==> config.mk <==
export PLATFORM = sky130hd
export DESIGN_NAME = im_scan_ctrl
export DESIGN_NICKNAME = d
export VERILOG_FILES = /design/src/rtl/im_scan_pkg.sv /design/src/rtl/im_vga_timing.sv /design/src/rtl/im_scan_ctrl.sv
export SDC_FILE = /design/constraint.sdc
export NUM_CORES = 1
export LEC_CHECK = 0
export CAP_MARGIN = 40
export CORE_UTILIZATION = 51
export DETAILED_ROUTE_END_ITERATION = 16
export PLACE_DENSITY = 0.87
export SLEW_MARGIN = 0
export SYNTH_ARGS = -nofsm -noshare
export SYNTH_HDL_FRONTEND = slang
export SYNTH_HIERARCHICAL = 1
export SYNTH_SLANG_ARGS = --single-unit
==> constraint.sdc <==
create_clock -name clk -period 3.2 [get_ports clk]
set_input_delay 0.48 -clock clk [delete_from_list [all_inputs] [get_ports clk]]
set_output_delay 0.48 -clock clk [all_outputs]
set_load 0.005 [all_outputs]
==> src/rtl/im_scan_pkg.sv <==
// Shared VGA 640x480@60 timing defaults, colour constants and scan record types
// for the image-memory scan controller.
package im_scan_pkg;

   localparam int H_VIS_DEF  = 640;
   localparam int H_FP_DEF   = 16;
   localparam int H_SYNC_DEF = 96;
   localparam int H_BP_DEF   = 48;
   localparam int V_VIS_DEF  = 480;
   localparam int V_FP_DEF   = 10;
   localparam int V_SYNC_DEF = 2;
   localparam int V_BP_DEF   = 33;

   localparam int H_TOT_DEF      = H_VIS_DEF + H_FP_DEF + H_SYNC_DEF + H_BP_DEF;
   localparam int V_TOT_DEF      = V_VIS_DEF + V_FP_DEF + V_SYNC_DEF + V_BP_DEF;
   localparam int H_SYNC_BEG_DEF = H_VIS_DEF + H_FP_DEF;
   localparam int H_SYNC_END_DEF = H_SYNC_BEG_DEF + H_SYNC_DEF;
   localparam int V_SYNC_BEG_DEF = V_VIS_DEF + V_FP_DEF;
   localparam int V_SYNC_END_DEF = V_SYNC_BEG_DEF + V_SYNC_DEF;

   localparam logic [11:0] COLOR_BLANK = 12'h000;

   // Decode of the current scan position, aligned with pixel_x/pixel_y.
   typedef struct packed {
      logic hs;
      logic vs;
      logic active;
   } scan_raw_t;

   function automatic logic in_window(input int val, input int lo, input int hi);
      return (val >= lo) && (val < hi);
   endfunction

endpackage

==> src/rtl/im_vga_timing.sv <==
// Pixel-tick divider, h/v scan counters and sync/active decode.
module im_vga_timing
   import im_scan_pkg::*;
#(
   parameter int H_VIS   = H_VIS_DEF,
   parameter int H_FP    = H_FP_DEF,
   parameter int H_SYNC  = H_SYNC_DEF,
   parameter int H_BP    = H_BP_DEF,
   parameter int V_VIS   = V_VIS_DEF,
   parameter int V_FP    = V_FP_DEF,
   parameter int V_SYNC  = V_SYNC_DEF,
   parameter int V_BP    = V_BP_DEF,
   parameter int PIX_DIV = 4
) (
   input  logic       clk,
   input  logic       rst_n,
   input  logic       en,
   output logic       tick,
   output logic [9:0] h_cnt,
   output logic [9:0] v_cnt,
   output scan_raw_t  raw,
   output logic       frame_end
);

   localparam int H_TOT = H_VIS + H_FP + H_SYNC + H_BP;
   localparam int V_TOT = V_VIS + V_FP + V_SYNC + V_BP;
   localparam int DIV_W = $clog2(PIX_DIV);

   logic [DIV_W-1:0] div_cnt;
   logic             h_last;
   logic             v_last;

   assign tick      = en && (div_cnt == DIV_W'(PIX_DIV - 1));
   assign h_last    = (h_cnt == 10'(H_TOT - 1));
   assign v_last    = (v_cnt == 10'(V_TOT - 1));
   assign frame_end = tick && h_last && v_last;

   always_ff @(posedge clk or negedge rst_n) begin
      if (!rst_n) begin
         div_cnt <= '0;
      end else if (!en || tick) begin
         div_cnt <= '0;
      end else begin
         div_cnt <= div_cnt + DIV_W'(1);
      end
   end

   always_ff @(posedge clk or negedge rst_n) begin
      if (!rst_n) begin
         h_cnt <= '0;
         v_cnt <= '0;
      end else if (!en) begin
         h_cnt <= '0;
         v_cnt <= '0;
      end else if (tick) begin
         h_cnt <= h_last ? 10'd0 : h_cnt + 10'd1;
         if (h_last) begin
            v_cnt <= v_last ? 10'd0 : v_cnt + 10'd1;
         end
      end
   end

   // Decoded from the registered counters, so it describes the pixel currently addressed.
   always_comb begin
      raw.hs     = !in_window(int'(h_cnt), H_VIS + H_FP, H_VIS + H_FP + H_SYNC);
      raw.vs     = !in_window(int'(v_cnt), V_VIS + V_FP, V_VIS + V_FP + V_SYNC);
      raw.active = (int'(h_cnt) < H_VIS) && (int'(v_cnt) < V_VIS);
   end

endmodule

==> src/rtl/im_scan_ctrl.sv <==
// Image-memory scan controller: VGA scan generation, ROM-latency realignment
// and frame-synchronous image selection with optional slideshow.
module im_scan_ctrl
   import im_scan_pkg::*;
#(
   parameter int H_VIS   = H_VIS_DEF,
   parameter int H_FP    = H_FP_DEF,
   parameter int H_SYNC  = H_SYNC_DEF,
   parameter int H_BP    = H_BP_DEF,
   parameter int V_VIS   = V_VIS_DEF,
   parameter int V_FP    = V_FP_DEF,
   parameter int V_SYNC  = V_SYNC_DEF,
   parameter int V_BP    = V_BP_DEF,
   parameter int PIX_DIV = 4,
   parameter int NUM_IMG = 2,
   parameter int ISEL_W  = 2
) (
   input  logic              clk,
   input  logic              rst_n,
   input  logic              en,
   input  logic [ISEL_W-1:0] isel_req,
   input  logic              isel_wr,
   input  logic              auto_en,
   input  logic [7:0]        slide_period,
   input  logic [11:0]       rgb_in,
   output logic [9:0]        pixel_x,
   output logic [9:0]        pixel_y,
   output logic [ISEL_W-1:0] isel,
   output logic              hsync,
   output logic              vsync,
   output logic [11:0]       vga_rgb,
   output logic              frame_start
);

   logic              tick;
   logic              frame_end;
   scan_raw_t         raw;
   logic [ISEL_W-1:0] pending;
   logic [ISEL_W-1:0] pending_nxt;
   logic [7:0]        frame_cnt;
   logic              wr_ok;
   logic              auto_on;
   logic              advance;

   im_vga_timing #(
      .H_VIS  (H_VIS),
      .H_FP   (H_FP),
      .H_SYNC (H_SYNC),
      .H_BP   (H_BP),
      .V_VIS  (V_VIS),
      .V_FP   (V_FP),
      .V_SYNC (V_SYNC),
      .V_BP   (V_BP),
      .PIX_DIV(PIX_DIV)
   ) u_timing (
      .clk      (clk),
      .rst_n    (rst_n),
      .en       (en),
      .tick     (tick),
      .h_cnt    (pixel_x),
      .v_cnt    (pixel_y),
      .raw      (raw),
      .frame_end(frame_end)
   );

   // rgb_in for the addressed pixel settles one clk after the address moves, so
   // capturing it on the following tick keeps colour aligned with the sync decode.
   always_ff @(posedge clk or negedge rst_n) begin
      if (!rst_n) begin
         hsync       <= 1'b1;
         vsync       <= 1'b1;
         vga_rgb     <= COLOR_BLANK;
         frame_start <= 1'b0;
      end else begin
         frame_start <= frame_end;
         if (!en) begin
            hsync   <= 1'b1;
            vsync   <= 1'b1;
            vga_rgb <= COLOR_BLANK;
         end else if (tick) begin
            hsync   <= raw.hs;
            vsync   <= raw.vs;
            vga_rgb <= raw.active ? rgb_in : COLOR_BLANK;
         end
      end
   end

   assign wr_ok   = isel_wr && ({1'b0, isel_req} < (ISEL_W + 1)'(NUM_IMG));
   assign auto_on = auto_en && (slide_period != 8'd0);
   assign advance = frame_end && auto_on && (frame_cnt == slide_period - 8'd1);

   // A host write always beats the slideshow step landing in the same clk.
   always_comb begin
      pending_nxt = pending;
      if (wr_ok) begin
         pending_nxt = isel_req;
      end else if (advance) begin
         pending_nxt = (pending == ISEL_W'(NUM_IMG - 1)) ? '0 : pending + ISEL_W'(1);
      end
   end

   always_ff @(posedge clk or negedge rst_n) begin
      if (!rst_n) begin
         pending   <= '0;
         isel      <= '0;
         frame_cnt <= '0;
      end else begin
         pending <= pending_nxt;
         if (frame_end) begin
            isel <= pending_nxt;
         end
         if (!auto_on || advance) begin
            frame_cnt <= '0;
         end else if (frame_end) begin
            frame_cnt <= frame_cnt + 8'd1;
         end
      end
   end

endmodule

==> summary.txt <==
Outcome
  • Outcome: complete, no violations

Placed design
  • Placed cell count: between 400 and 500
  • Post-DP Area: between 3000 and 4000 um^2
  • GP Congestion: around 0.9
  • Dpl hpwl: 4.66 mm
  • Setup slack at placement: 0.488 ns
  • Buffers on Ports: 63

Layout
  • Share of cells above drive strength 1: between 7 and 8%
  • Final core occ: 67.2%
  • Total inserted antenna cells: 0
  • Filler cells: between 400 and 500
  • Multi-input logic area: about 1500 um^2
  • Storage element area: around 1200 um^2
  • Post-route cell area: 3680 um^2
  • Area grow syn2layout: 27.4%
  • Final #Nets: between 300 and 400
  • Non-filler instance count after layout: between 400 and 500

Setup path
  • Critical Path Slowest Stage Cell: or4_1
  • Critical path's largest stage delay: 0.54 ns
  • Buf+Inv Stages, Crit Path: 1
  • Delay-heaviest family, CP: simple AND/OR/NAND/NOR gates
  • Arrival time worst endpoint: between 2 and 3 ns
  • RR Startpoint: u_timing/v_cnt[1]$_DFFE_PN0P_
  • Crit path launch: u_timing/v_cnt[1]$_DFFE_PN0P_
  • CP Data Required Time: between 3 and 4 ns
  • Worst-path fanout max: 7
  • R2r setup slk: between 0.4 and 0.5 ns
  • Startpoint Class: flop
  • Worst setup EP type: flop
  • Crit-path cells: inv_1, ha_1, nand2_1, or4_1, nor3_1, nand3_1, a21oi_1, nand4_2, nor2b_1, or3_1
  • WS Path Type: reg -> reg

Synthesis
  • Compound-Gate Fraction of Synth Area: 14.8%
  • Synth Net Count: approximately 330
  • Mapped Area: approximately 2900 um^2
  • EDFF count, synth: 0
  • Seq/Total Area, Yosys: 42.5%
  • Primary FF master, synth: dfrtp_1
  • Synth async-reset ratio: 100%
  • Simple-gate share of the synthesized area: around a quarter
  • Post-Syn Instances: about 290
  • Largest family of logic cells by synthesized area: simple AND/OR/NAND/NOR gates
  • Multiplexer area fraction after synthesis: under 10%
  • Number of synthesized register bits: 49
  • Unique cell type count in the Yosys netlist: between 60 and 70
  • Synth Area in Adders: around 4%
  • Post-synthesis xor/xnor area fraction: ~6.7%
  • Avg Cell Area, Syn: approximately 10 um^2
  • YS warnings: 6

Floorplan
  • Starting Density: between 50 and 60%
  • Ports: between 60 and 70
  • Core area: 5470 um^2
  • Die Y-Extent: 77.3 um
  • Die Wd: 77.3 um
  • Row Count: 27
  • Die area: roughly 6000 um^2

Clocking
  • Worst-skew pair later-pin latency: 0.30 ns
  • Num CTS Buffers: 5
  • Longest Clk Path Bufs: 2
  • Cts repair resizes: 0
  • Cts hold-fix bufs: 0
  • CTS Root Cell: clkbuf_8
  • Setup Buffers After CTS: 0
  • CTS clk-pin slew, worst paths: ~0.090 ns
  • CTS tree: done
  • Htree depth: 2
  • CTS Sinks: 49

Power and ir drop
  • Cell leakage power: approximately 1.5 nW
  • Power density over the cells: between 300 and 400 nW/um^2
  • VDD IR-drop max: ~0.28 mV

Detailed routing
  • Per-cell routed wire length: between 10 and 15 um
  • Antenna Nets Post-Route: 0
  • First-pass iteration count of the detailed router: 4
  • Initial drt markers: 135
  • DRC violations left: 0
  • Vias: roughly 2400
  • Routed WL: ~6.4 mm
  • Via/cell ratio: about 5.6

Timing
  • Final Hold Vio Count: 0
  • Skew final: ~0.0062 ns
  • Final min period: ~2.7 ns
  • Worst Tran Pin Value: 0.666 ns
  • Worst slew margin: a little under three fifths
  • Final Cycle Share: 85.1%
  • Slew Limit Fails: 0
  • Setup violations, final: 0
  • Setup ws final: around 0.48 ns
  • Max Clk Rate: around 370 MHz
  • Unrepaired setup endpoints after global routing: no
  • Setup TNS: 0 ns

Global routing
  • Vias in the first global route: ~2300
  • Initial antenna violation count: 0
  • Grt total ovfl: 0
  • Total GRT Usage: 22.5%
  • Global-route wire length before repair: 10.8 mm
  • Largest net degree at the start of global routing: 37

Flow run
  • Max-Cap Viols: 0

Worst hold path
  • Min-delay worst type: in -> async
-- cells by family (layout without fill, tap and decap cells) --
kind of cell,after synthesis,in the layout
AO/OA/AOI/OAI,52,52
XOR/XNOR,22,22
adder cells (fa/ha/maj),9,9
buffers and inverters,25,89
flip-flops,49,49
multiplexers,6,6
AND/OR/NAND/NOR,130,130
-- layout by cell type, fill, tap and decap left out, types with 4 or more instances in the layout --
cell and n:
mux2i_1 5, o211ai_1 4, nand3_1 22, xor2_1 12, a21oi_1 7, clkdlybuf4s50_1 62, nand4_1 10, xnor2_1 10
nor3_1 9, inv_1 14, ha_1 9, nor2_1 22, o21ai_0 4, nand2b_1 17, o22ai_1 4, nand2_1 21
or3_1 4, a21boi_0 12, dfrtp_1 47, clkbuf_8 6
-- final timing paths --
| kind | to | cells past startpoint |
|---|---|---|
| max in group asynchronous | vsync$_DFFE_PN1P_ | 2 |
| min in group clk | u_timing/div_cnt[0]$_DFF_PN0_ | 1 |
| worst min-delay path | u_timing/v_cnt[6]$_DFFE_PN0P_ | 1 |
| worst max-delay path | pending[0]$_DFF_PN0_ | 10 |
| worst min register to register | u_timing/div_cnt[0]$_DFF_PN0_ | 1 |
| worst max register to register | pending[0]$_DFF_PN0_ | 10 |
-- flip-flops by register name, summed over array words and instances (netlist names) --
register,cells
frame_cnt,8
frame_start,1
hsync,1
isel,2
pending,2
u_timing/div_cnt,2
u_timing/h_cnt,10
u_timing/v_cnt,10
vga_rgb,12
vsync,1
-- worst register-to-register path, cell delays in order (launching register included) --
cell and delay [ns]:
dfrtp_1 0.46, inv_1 0.12, ha_1 0.15, nand2_1 0.09, or4_1 0.54, nor3_1 0.26
nand3_1 0.10, a21oi_1 0.16, nand4_2 0.19, nor2b_1 0.18, or3_1 0.36
-- power breakdown --
group | leakage (nW) | internal (W) | switching [W]
Clock | 0.0455 | 0.000177 | 0.000197
Sequential | 0.671 | 0.000630 | 0.0000102
Combinational | 0.767 | 0.0000712 | 0.0000669
-- synthesized netlist by cell type, types with 2 or more instances --
| cell | count | area (um^2) |
|---|---|---|
| and3_1 | 2 | 12.5 |
| or3_1 | 4 | 25.0 |
| xnor2_1 | 10 | 87.6 |
| a21o_1 | 2 | 15.0 |
| nand2b_1 | 17 | 106 |
| and4_1 | 3 | 26.3 |
| inv_1 | 14 | 52.6 |
| dfstp_2 | 2 | 52.6 |
| nor4_1 | 2 | 12.5 |
| o211ai_1 | 4 | 30.0 |
| ha_1 | 9 | 113 |
| nand4_1 | 10 | 62.6 |
| or2_1 | 2 | 12.5 |
| a21oi_1 | 7 | 35.0 |
| mux2i_1 | 5 | 50.1 |
| clkbuf_1 | 4 | 15.0 |
| a21boi_0 | 12 | 90.1 |
| a31oi_1 | 3 | 18.8 |
| nor2b_1 | 2 | 12.5 |
| nand2_1 | 21 | 78.8 |
| o31ai_4 | 3 | 63.8 |
| dfrtp_1 | 47 | 1180 |
| xor2_1 | 12 | 105 |
| nor2_1 | 22 | 82.6 |
| nand3_1 | 22 | 110 |
| o22ai_1 | 4 | 25.0 |
| o21ai_0 | 4 | 20.0 |
| buf_2 | 3 | 15.0 |
| nor3_1 | 9 | 45.0 |
-- metal layers --
| layer | track usage [%] | vias to the layer above | wire length [um] |
|---|---|---|---|
| li1 | - | 1177 | - |
| met1 | 30.7 | 1162 | 2980 |
| met4 | 5.85 | 0 | 88 |
| met5 | 0 | - | 0 |
| met3 | 4.05 | 9 | 221 |
| met2 | 36.8 | 47 | 3090 |
-- through the flow --
| stage | hold WS, ns | power (W) |
|---|---|---|
| detailed placement | 0.410 | 0.000791 |
| CTS | 0.0758 | 0.00117 |
| finish | 0.0726 | 0.00115 |
| global placement | 0.425 | 0.000785 |
| floorplan | 0.184 | 0.000711 |
| global route | 0.0833 | 0.00121 |
-- layout make-up --
class / instances / share of cell area [%]
Inverter: 14 / 1.43
Timing Repair Buffer: 67 / 18.2
Clock buffer: 8 / 2.45
Multi-Input combinational cell: 219 / 42.1
Sequential cell: 49 / 33.4
Tap cell: 72 / 2.45
Note: power is estimated with default switching activity, not from simulation.
